File: src/rtl/multicycle_cu.sv
// multicycle_cu: multi-cycle control unit for the RV32I core.
// Each instruction moves through FETCH/DECODE/EXEC/MEM/WB. One single-ported
// memory serves both instruction fetch and data access, using a req/ready
// handshake that traps when the memory does not answer in time.
// Optional feature macro: CU_ILLEGAL_TRAP_EN. When it is defined, an illegal
// opcode traps with fault=01. When it is undefined, an illegal opcode retires
// like FENCE.
module multicycle_cu #(
  parameter int MEM_TIMEOUT = 15
) (
  input  logic       clk,
  input  logic       rst,
  input  logic [6:0] i_opcode,
  input  logic       i_inst_20,
  input  logic       i_mem_ready,
  output logic       o_mem_req,
  output logic       o_mem_we,
  output logic       o_ir_write,
  output logic       o_pc_write,
  output logic       o_reg_write,
  output logic       o_branch,
  output logic       o_jump,
  output logic       o_mem_read,
  output logic       o_mem_write,
  output logic       o_alu_src,
  output logic       o_mux_rd1_pc,
  output logic [1:0] o_alu_op,
  output logic [1:0] o_mem_to_reg,
  output logic [2:0] o_state,
  output logic       o_halted,
  output logic       o_halt_cause,
  output logic [1:0] o_fault
);

  // Timeout counter width. It is kept at least 1 bit wide so that
  // MEM_TIMEOUT=0 (timeout disabled) still elaborates.
  localparam int            CW      = (MEM_TIMEOUT > 0) ? $clog2(MEM_TIMEOUT + 1) : 1;
  localparam logic [CW-1:0] TO_LAST = (MEM_TIMEOUT > 0) ? CW'(MEM_TIMEOUT - 1) : '0;

  localparam logic [6:0] OP_R      = 7'b0110011;
  localparam logic [6:0] OP_I      = 7'b0010011;
  localparam logic [6:0] OP_LOAD   = 7'b0000011;
  localparam logic [6:0] OP_STORE  = 7'b0100011;
  localparam logic [6:0] OP_BRANCH = 7'b1100011;
  localparam logic [6:0] OP_JAL    = 7'b1101111;
  localparam logic [6:0] OP_JALR   = 7'b1100111;
  localparam logic [6:0] OP_AUIPC  = 7'b0010111;
  localparam logic [6:0] OP_LUI    = 7'b0110111;
  localparam logic [6:0] OP_FENCE  = 7'b0001111;
  localparam logic [6:0] OP_SYSTEM = 7'b1110011;

  localparam logic [1:0] FAULT_NONE    = 2'b00;
  localparam logic [1:0] FAULT_TIMEOUT = 2'b10;

  typedef enum logic [2:0] {
    S_BOOT   = 3'd0,
    S_FETCH  = 3'd1,
    S_DECODE = 3'd2,
    S_EXEC   = 3'd3,
    S_MEM    = 3'd4,
    S_WB     = 3'd5,
    S_HALT   = 3'd6,
    S_TRAP   = 3'd7
  } state_t;

  state_t        r_state, w_next;
  logic [6:0]    r_op;
  logic [1:0]    r_fault, w_fault;
  logic          r_halt_cause, w_halt_cause;
  logic [CW-1:0] r_cnt;
  logic          w_timeout;

`ifdef CU_ILLEGAL_TRAP_EN
  localparam logic [1:0] FAULT_ILLEGAL = 2'b01;
  logic w_legal;
  // Legal opcodes are the listed RV32I major opcodes. All of them have bits[1:0]=11.
  assign w_legal = i_opcode inside {OP_R, OP_I, OP_LOAD, OP_STORE, OP_BRANCH,
                                    OP_JAL, OP_JALR, OP_AUIPC, OP_LUI, OP_FENCE,
                                    OP_SYSTEM};
`endif

  // The current request has waited MEM_TIMEOUT cycles and ready is still low. Ready wins a tie.
  assign w_timeout = (MEM_TIMEOUT != 0) && !i_mem_ready && (r_cnt == TO_LAST);

  assign o_state      = r_state;
  assign o_halted     = (r_state == S_HALT) || (r_state == S_TRAP);
  assign o_fault      = r_fault;
  assign o_halt_cause = r_halt_cause;

  // State register
  always_ff @(posedge clk or posedge rst) begin
    // NOTE: sequential state uses non-blocking assignments so that every flop
    // samples values from before the edge, whatever order the blocks run in.
    if (rst) r_state <= S_BOOT;
    else     r_state <= w_next;
  end

  // Latched opcode, plus the sticky fault and halt-cause status
  always_ff @(posedge clk or posedge rst) begin
    if (rst) begin
      r_op         <= '0;
      r_fault      <= FAULT_NONE;
      r_halt_cause <= 1'b0;
    end else begin
      if (r_state == S_DECODE) r_op <= i_opcode;
      r_fault      <= w_fault;
      r_halt_cause <= w_halt_cause;
    end
  end

  // Wait counter: counts stalled cycles in FETCH/MEM and clears on any state change
  always_ff @(posedge clk or posedge rst) begin
    if (rst)
      r_cnt <= '0;
    else if ((r_state == S_FETCH || r_state == S_MEM) && w_next == r_state)
      r_cnt <= r_cnt + CW'(1);
    else
      r_cnt <= '0;
  end

  // Datapath control fields decoded from the latched opcode during EXEC/MEM/WB
  always_comb begin
    // NOTE: every output of a combinational block gets a default first, so no
    // path through the case statements can leave a value held (no latches).
    o_branch     = 1'b0;
    o_jump       = 1'b0;
    o_mem_read   = 1'b0;
    o_mem_write  = 1'b0;
    o_alu_src    = 1'b0;
    o_mux_rd1_pc = 1'b0;
    o_alu_op     = 2'b00;
    o_mem_to_reg = 2'b00;
    if (r_state == S_EXEC || r_state == S_MEM || r_state == S_WB) begin
      case (r_op)
        OP_R:      o_alu_op = 2'b10;
        OP_I:      begin o_alu_op = 2'b10; o_alu_src = 1'b1; end
        OP_LOAD:   begin o_alu_src = 1'b1; o_mem_read = 1'b1; o_mem_to_reg = 2'b01; end
        OP_STORE:  begin o_alu_src = 1'b1; o_mem_write = 1'b1; end
        OP_BRANCH: begin o_alu_op = 2'b01; o_branch = 1'b1; end
        OP_JAL:    begin o_jump = 1'b1; o_mux_rd1_pc = 1'b1; o_alu_src = 1'b1; o_mem_to_reg = 2'b10; end
        OP_JALR:   begin o_jump = 1'b1; o_alu_src = 1'b1; o_mem_to_reg = 2'b10; end
        OP_AUIPC:  begin o_mux_rd1_pc = 1'b1; o_alu_src = 1'b1; end
        OP_LUI:    begin o_alu_src = 1'b1; o_mem_to_reg = 2'b11; end
        default:   ;  // FENCE, and illegal opcodes that retire as FENCE
      endcase
    end
  end

  // Next state, memory handshake and per-state write strobes
  always_comb begin
    w_next       = r_state;
    w_fault      = r_fault;
    w_halt_cause = r_halt_cause;
    o_mem_req    = 1'b0;
    o_mem_we     = 1'b0;
    o_ir_write   = 1'b0;
    o_pc_write   = 1'b0;
    o_reg_write  = 1'b0;
    case (r_state)
      S_BOOT: w_next = S_FETCH;
      S_FETCH: begin
        o_mem_req = 1'b1;
        if (i_mem_ready) begin
          o_ir_write = 1'b1;
          w_next     = S_DECODE;
        end else if (w_timeout) begin
          w_next  = S_TRAP;
          w_fault = FAULT_TIMEOUT;
        end
      end
      S_DECODE: begin
        if (i_opcode == OP_SYSTEM) begin
          w_next       = S_HALT;
          w_halt_cause = i_inst_20;
        end
`ifdef CU_ILLEGAL_TRAP_EN
        else if (!w_legal) begin
          w_next  = S_TRAP;
          w_fault = FAULT_ILLEGAL;
        end
`endif
        else begin
          w_next = S_EXEC;
        end
      end
      S_EXEC: begin
        case (r_op)
          OP_LOAD, OP_STORE:                              w_next = S_MEM;
          OP_R, OP_I, OP_JAL, OP_JALR, OP_AUIPC, OP_LUI:  w_next = S_WB;
          default: begin  // Branch, FENCE, illegal
            o_pc_write = 1'b1;
            w_next     = S_FETCH;
          end
        endcase
      end
      S_MEM: begin
        o_mem_req = 1'b1;
        o_mem_we  = (r_op == OP_STORE);
        if (i_mem_ready) begin
          if (r_op == OP_STORE) begin
            o_pc_write = 1'b1;
            w_next     = S_FETCH;
          end else begin
            w_next = S_WB;
          end
        end else if (w_timeout) begin
          w_next  = S_TRAP;
          w_fault = FAULT_TIMEOUT;
        end
      end
      S_WB: begin
        o_reg_write = 1'b1;
        o_pc_write  = 1'b1;
        w_next      = S_FETCH;
      end
      default: ;  // HALT and TRAP hold until reset
    endcase
  end

endmodule

File: config.mk
export PLATFORM = sky130hd
export DESIGN_NAME = multicycle_cu
export DESIGN_NICKNAME = d
export VERILOG_FILES = /design/src/rtl/multicycle_cu.sv
export SDC_FILE = /design/constraint.sdc
export NUM_CORES = 1
export LEC_CHECK = 0
export ABC_AREA = 1
export CAP_MARGIN = 0
export CORE_ASPECT_RATIO = 1.75
export CORE_MARGIN = 2
export CORE_UTILIZATION = 35
export DETAILED_ROUTE_END_ITERATION = 8
export HOLD_SLACK_MARGIN = 0.1
export MAX_ROUTING_LAYER = met4
export PLACE_DENSITY = 0.69
export SLEW_MARGIN = 10
export SYNTH_ARGS = -nofsm -noshare
export SYNTH_HDL_FRONTEND = slang
export SYNTH_SLANG_ARGS = --single-unit
File: constraint.sdc
create_clock -name clk -period 1.5 [get_ports clk]
set_input_delay 0.225 -clock clk [delete_from_list [all_inputs] [get_ports clk]]
set_output_delay 0.225 -clock clk [all_outputs]
set_load 0.03 [all_outputs]
Word level (Yosys, flattened, before mapping):

Cells that the tools add are included.

* $add $sub $neg: 1
* eq/ne operators: 19
* multiplexer cells: 32
* bitwise gates (word level): 1
* reduce and logical (&&, ||, !) cells: 19

Operators with widths (number)
* $eq 7x7->1 const B: 4
* $eq 7x6->1 const B: 3
* $mux 1: 19
* $mux 3: 5
* $pmux 3 s5: 1
* $eq 7x5->1 const B: 2
* $eq 3x3->1 const B: 4
* $reduce_or 2->1: 6
* $reduce_or 8->1: 1
* $eq 7x2->1 const B: 1
* $reduce_or 7->1: 1
* $eq 3x2->1 const B: 2
* $pmux 2 s3: 1
* $pmux 3 s2: 1
* $reduce_or 6->1: 1
* $add 4x1->4 const B: 1
* $eq 4x4->1 const B: 1
* $logic_or 1x1->1: 4
* $mux 2: 2
* $mux 4: 1
* $pmux 2 s2: 1
* $eq 3x1->1 const B: 1
* $eq 3x3->1: 1
* $logic_not 3->1: 1
* other kinds (6): 7

* flip-flop bits (word level): 16
* output and inout bits: 22

Longest topological paths before layout:

* depth in word-level cells: 8
* gate-level depth with buffers: 11
* mapped depth without buffers: 11

Worst setup path before layout:

OpenSTA, ideal clock, no wires.

* path type: register -> output
* from: register r_state[0] (netlist: o_state[0])
* to: output port o_pc_write
* arrival: 2.019 ns
* data required time: 1.275 ns
* slack: -0.744 ns
* cell stages (with the launch flop): 5
* path through: dfrtp_1 -> inv_2 -> nor3_1 -> o21bai_1 -> o21bai_1

* word-level cells in the longest chain between the ends: 2

RTL lines
* start, declared: RTL line 66 `state_t r_state, w_next;`
* start signal, assigned: RTL line 95 `else r_state <= w_next;`
* $eq 3x3->1 / $eq 3x2->1 (equally long branches): RTL line 159 `case (r_state)`
* $pmux 1 s3 *: RTL line 159
* end, declared: RTL line 19 `output logic o_pc_write,`

Mark *: on every way between the ends. The rest lies on a longest branch, timed or not.

Final worst setup path:

Ends and elaborated chain as after synthesis.

==> flow_metrics.tcl <==
set metrics [dict create \
    rows 26 \
    clock_sinks 16 \
    initial_utilization_pct 36.0 \
    io_buffers 31 \
    detail-route-antenna-nets 0 \
    synth_seq_cells 16 \
    netlist.area_leader.share_pct 38.9 \
    ys_top_cells_by_area "dfrtp_1 39%, nand2_1 12%, nor2_1 8.4%" \
    nets 235 \
    cts_max_path_buffers 2 \
    gp_congestion 0.954 \
    slowest_delay_ns 0.45 \
    synth_cell_types 24 \
    cpMostUsedCell "o21bai_4" \
    gr-total-overflow 0 \
    crit_fanout 5 \
    clock-root-buffer "clkbuf_8" \
    mostFrequentLayoutCells "30 x buf_6, 27 x buf_4, 24 x nand2_1" \
    area_delta_synth_final_pct 103 \
    cts_buffers 3 \
    fp.dieArea_um2 3410 \
    drive_above_1_share_pct 56.6 \
    cts_tree "done" \
    dpl_cell_area_um2 1700 \
    slowest_stage "dfrtp_2" \
    clock-skew-final_ns 0.00168 \
    syn-mean-instance-area_um2 7.01 \
    grt_pass1_wl_mm 5.37 \
    grt_pass1_vias 1254 \
    start_kind "flip-flop" \
    dieWidth_um 45 \
    routed-via-count 1279 \
    slew_viol_final 0 \
    synth.net_count 160 \
    status "finished with violations" \
    worstPathRequired_ns 1.27 \
    antenna_cells 0 \
    worst-path-buf-inv 2 \
    ioPinCount 33 \
    path_class "reg2out" \
    clk_latency_ns 0.25 \
    post-place-ws_ns -0.111 \
    track_usage_pct 22.1 \
    first_pass_iters 4 \
    arrival_ns 1.67 \
    synthCells 147 \
    hold_class "in2async" \
    seq_area_frac_synth_pct 38.9 \
    cp_top_family "flip-flops" \
    fin_ws_ns -0.399 \
    fp.coreArea_um2 2860 \
    hold_viol_final 0 \
    fin_crit_sh_pct 127 \
    yosys_warnings 0 \
    final_core_util_pct 72.9 \
    post-route-min-period_ns 1.90 \
    drt-total-wl_mm 3.51 \
    htree_levels 1 \
    max_freq_ghz 0.527 \
    crit_chain "nor2_1 -> nand2_2 -> inv_1 -> nand2_1 -> o21bai_4 -> o21bai_4 -> buf_6" \
    cts_hold_buf 0 \
    yosys.area.top_type "dfrtp_1" \
    grt_start_max_net_pins 17 \
    worst_ir_drop_vdd_mv 1.16 \
    path_clk_slew_ns 0.07 \
    antenna_found_initial 0 \
    setup_viol 18 \
    drt-initial-drc-count 22 \
    wl_per_cell_um 14.1 \
    die_y_um 75.8 \
    rsz0062_at_grt "yes" \
    hpwlAfterDp_mm 2.56 \
    synth_area_um2 1030 \
    stdcell_area_um2 2090 \
    p_leak_nw 0.994 \
    critPathCaptureType "output port" \
    power.density_nw_per_um2 1660 \
    final_common_cell "buf_6" \
    remaining_drc_errors 0 \
    vias_per_cell 5.14 \
    violations "setup timing" \
    cap_violations 0 \
]
[per-stage QoR]
step	total power, W	hold slack [ns]	setup TNS (ns)	cells
after floorplan	0.00175	0.139	-0.392	147
after global placement	0.00251	0.453	-0.374	238
after detailed placement	0.00255	0.457	-0.711	238
after CTS	0.00328	0.290	-2.84	246
after global routing	0.00368	0.316	-4.74	249
final	0.00347	0.285	-3.39	249
[flip-flops by register name (all words and copies together) (netlist names)]
name / flops
o_halt_cause: 1
o_state: 3
r_op: 7
o_fault: 1
r_cnt: 4
[path summary, 6_finish.rpt]
kind / startpoint / end / slack (ns) / depth (start not counted)
worst max register to register: o_state[0] / r_cnt[2] / -0.05 / 8
worst max-delay path: o_state[0] / o_pc_write / -0.40 / 7
max in group asynchronous: rst / r_op[4] / 1.01 / 3
worst min-delay path: rst / r_op[6] / 0.28 / 3
min in group clk: o_fault[1] / o_fault[1] / 0.46 / 2
worst min register to register: o_fault[1] / o_fault[1] / 0.46 / 2
[repair_timing]
item	4_1_cts	5_1_grt
pin swaps	18	16
setup endpoints to repair	22	21
gates resized for setup	53	31
setup buffers	7	4
[power by group]
group / total (W) / switching, W / internal [W]
combinational: 0.00231 / 0.00127 / 0.00103
clock: 0.000390 / 0.000157 / 0.000233
sequential: 0.000770 / 0.000180 / 0.000590
total: 0.00347 / 0.00161 / 0.00186
[cell usage after synthesis]
master,count
nor2_2,1
inv_2,4
a31oi_1,1
buf_2,1
xnor2_1,1
nor3_2,1
nand3_1,9
buf_4,2
inv_1,16
a21boi_0,1
o21bai_1,2
nand2_2,4
mux2_2,1
nand2_1,33
a21oi_1,4
nand3_2,2
conb_1,1
nor2_1,23
xor2_1,1
o21ai_0,9
nand4_1,5
ha_1,2
nor3_1,7
dfrtp_1,16
[worst register-to-register path: cells and delay by family (launching register included)]
kind	cells	cell delay [ns]
and+or+nand+nor	8	0.98
DFF	1	0.45
[layer usage]
layer / wire length [um] / track usage [%] / share of wire [%]
met5: 0 / - / 0
met3: 86 / 1.66 / 2.4
met2: 2100 / 42.2 / 60
met4: 123 / 11.1 / 3.5
met1: 1200 / 21.0 / 34
[kinds of logic (layout without fill, tap and decap cells)]
| family | after synthesis | count (layout) | synth area share (%) |
|---|---|---|---|
| compound gates | 17 | 17 | 9.11 |
| flops | 16 | 16 | 38.9 |
| mux | 1 | 1 | 1.09 |
| buf+inv | 23 | 97 | 9.23 |
| fa+ha+maj | 2 | 2 | 2.43 |
| simple gates | 85 | 85 | 37.2 |
| other cells | 1 | 1 | 0.364 |
| xor+xnor | 2 | 2 | 1.70 |
[cell type report]
type / instances / area, um2
Multi-Input combinational cell: 108 / 796
Fill cell: 206 / 777
Timing Repair Buffer: 73 / 708
Sequential cell: 16 / 407
Inverter: 20 / 85.1
Clock buffer: 4 / 55.1
Tap cell: 28 / 35.0
No activity file was read; power rests on OpenSTA's default activity.
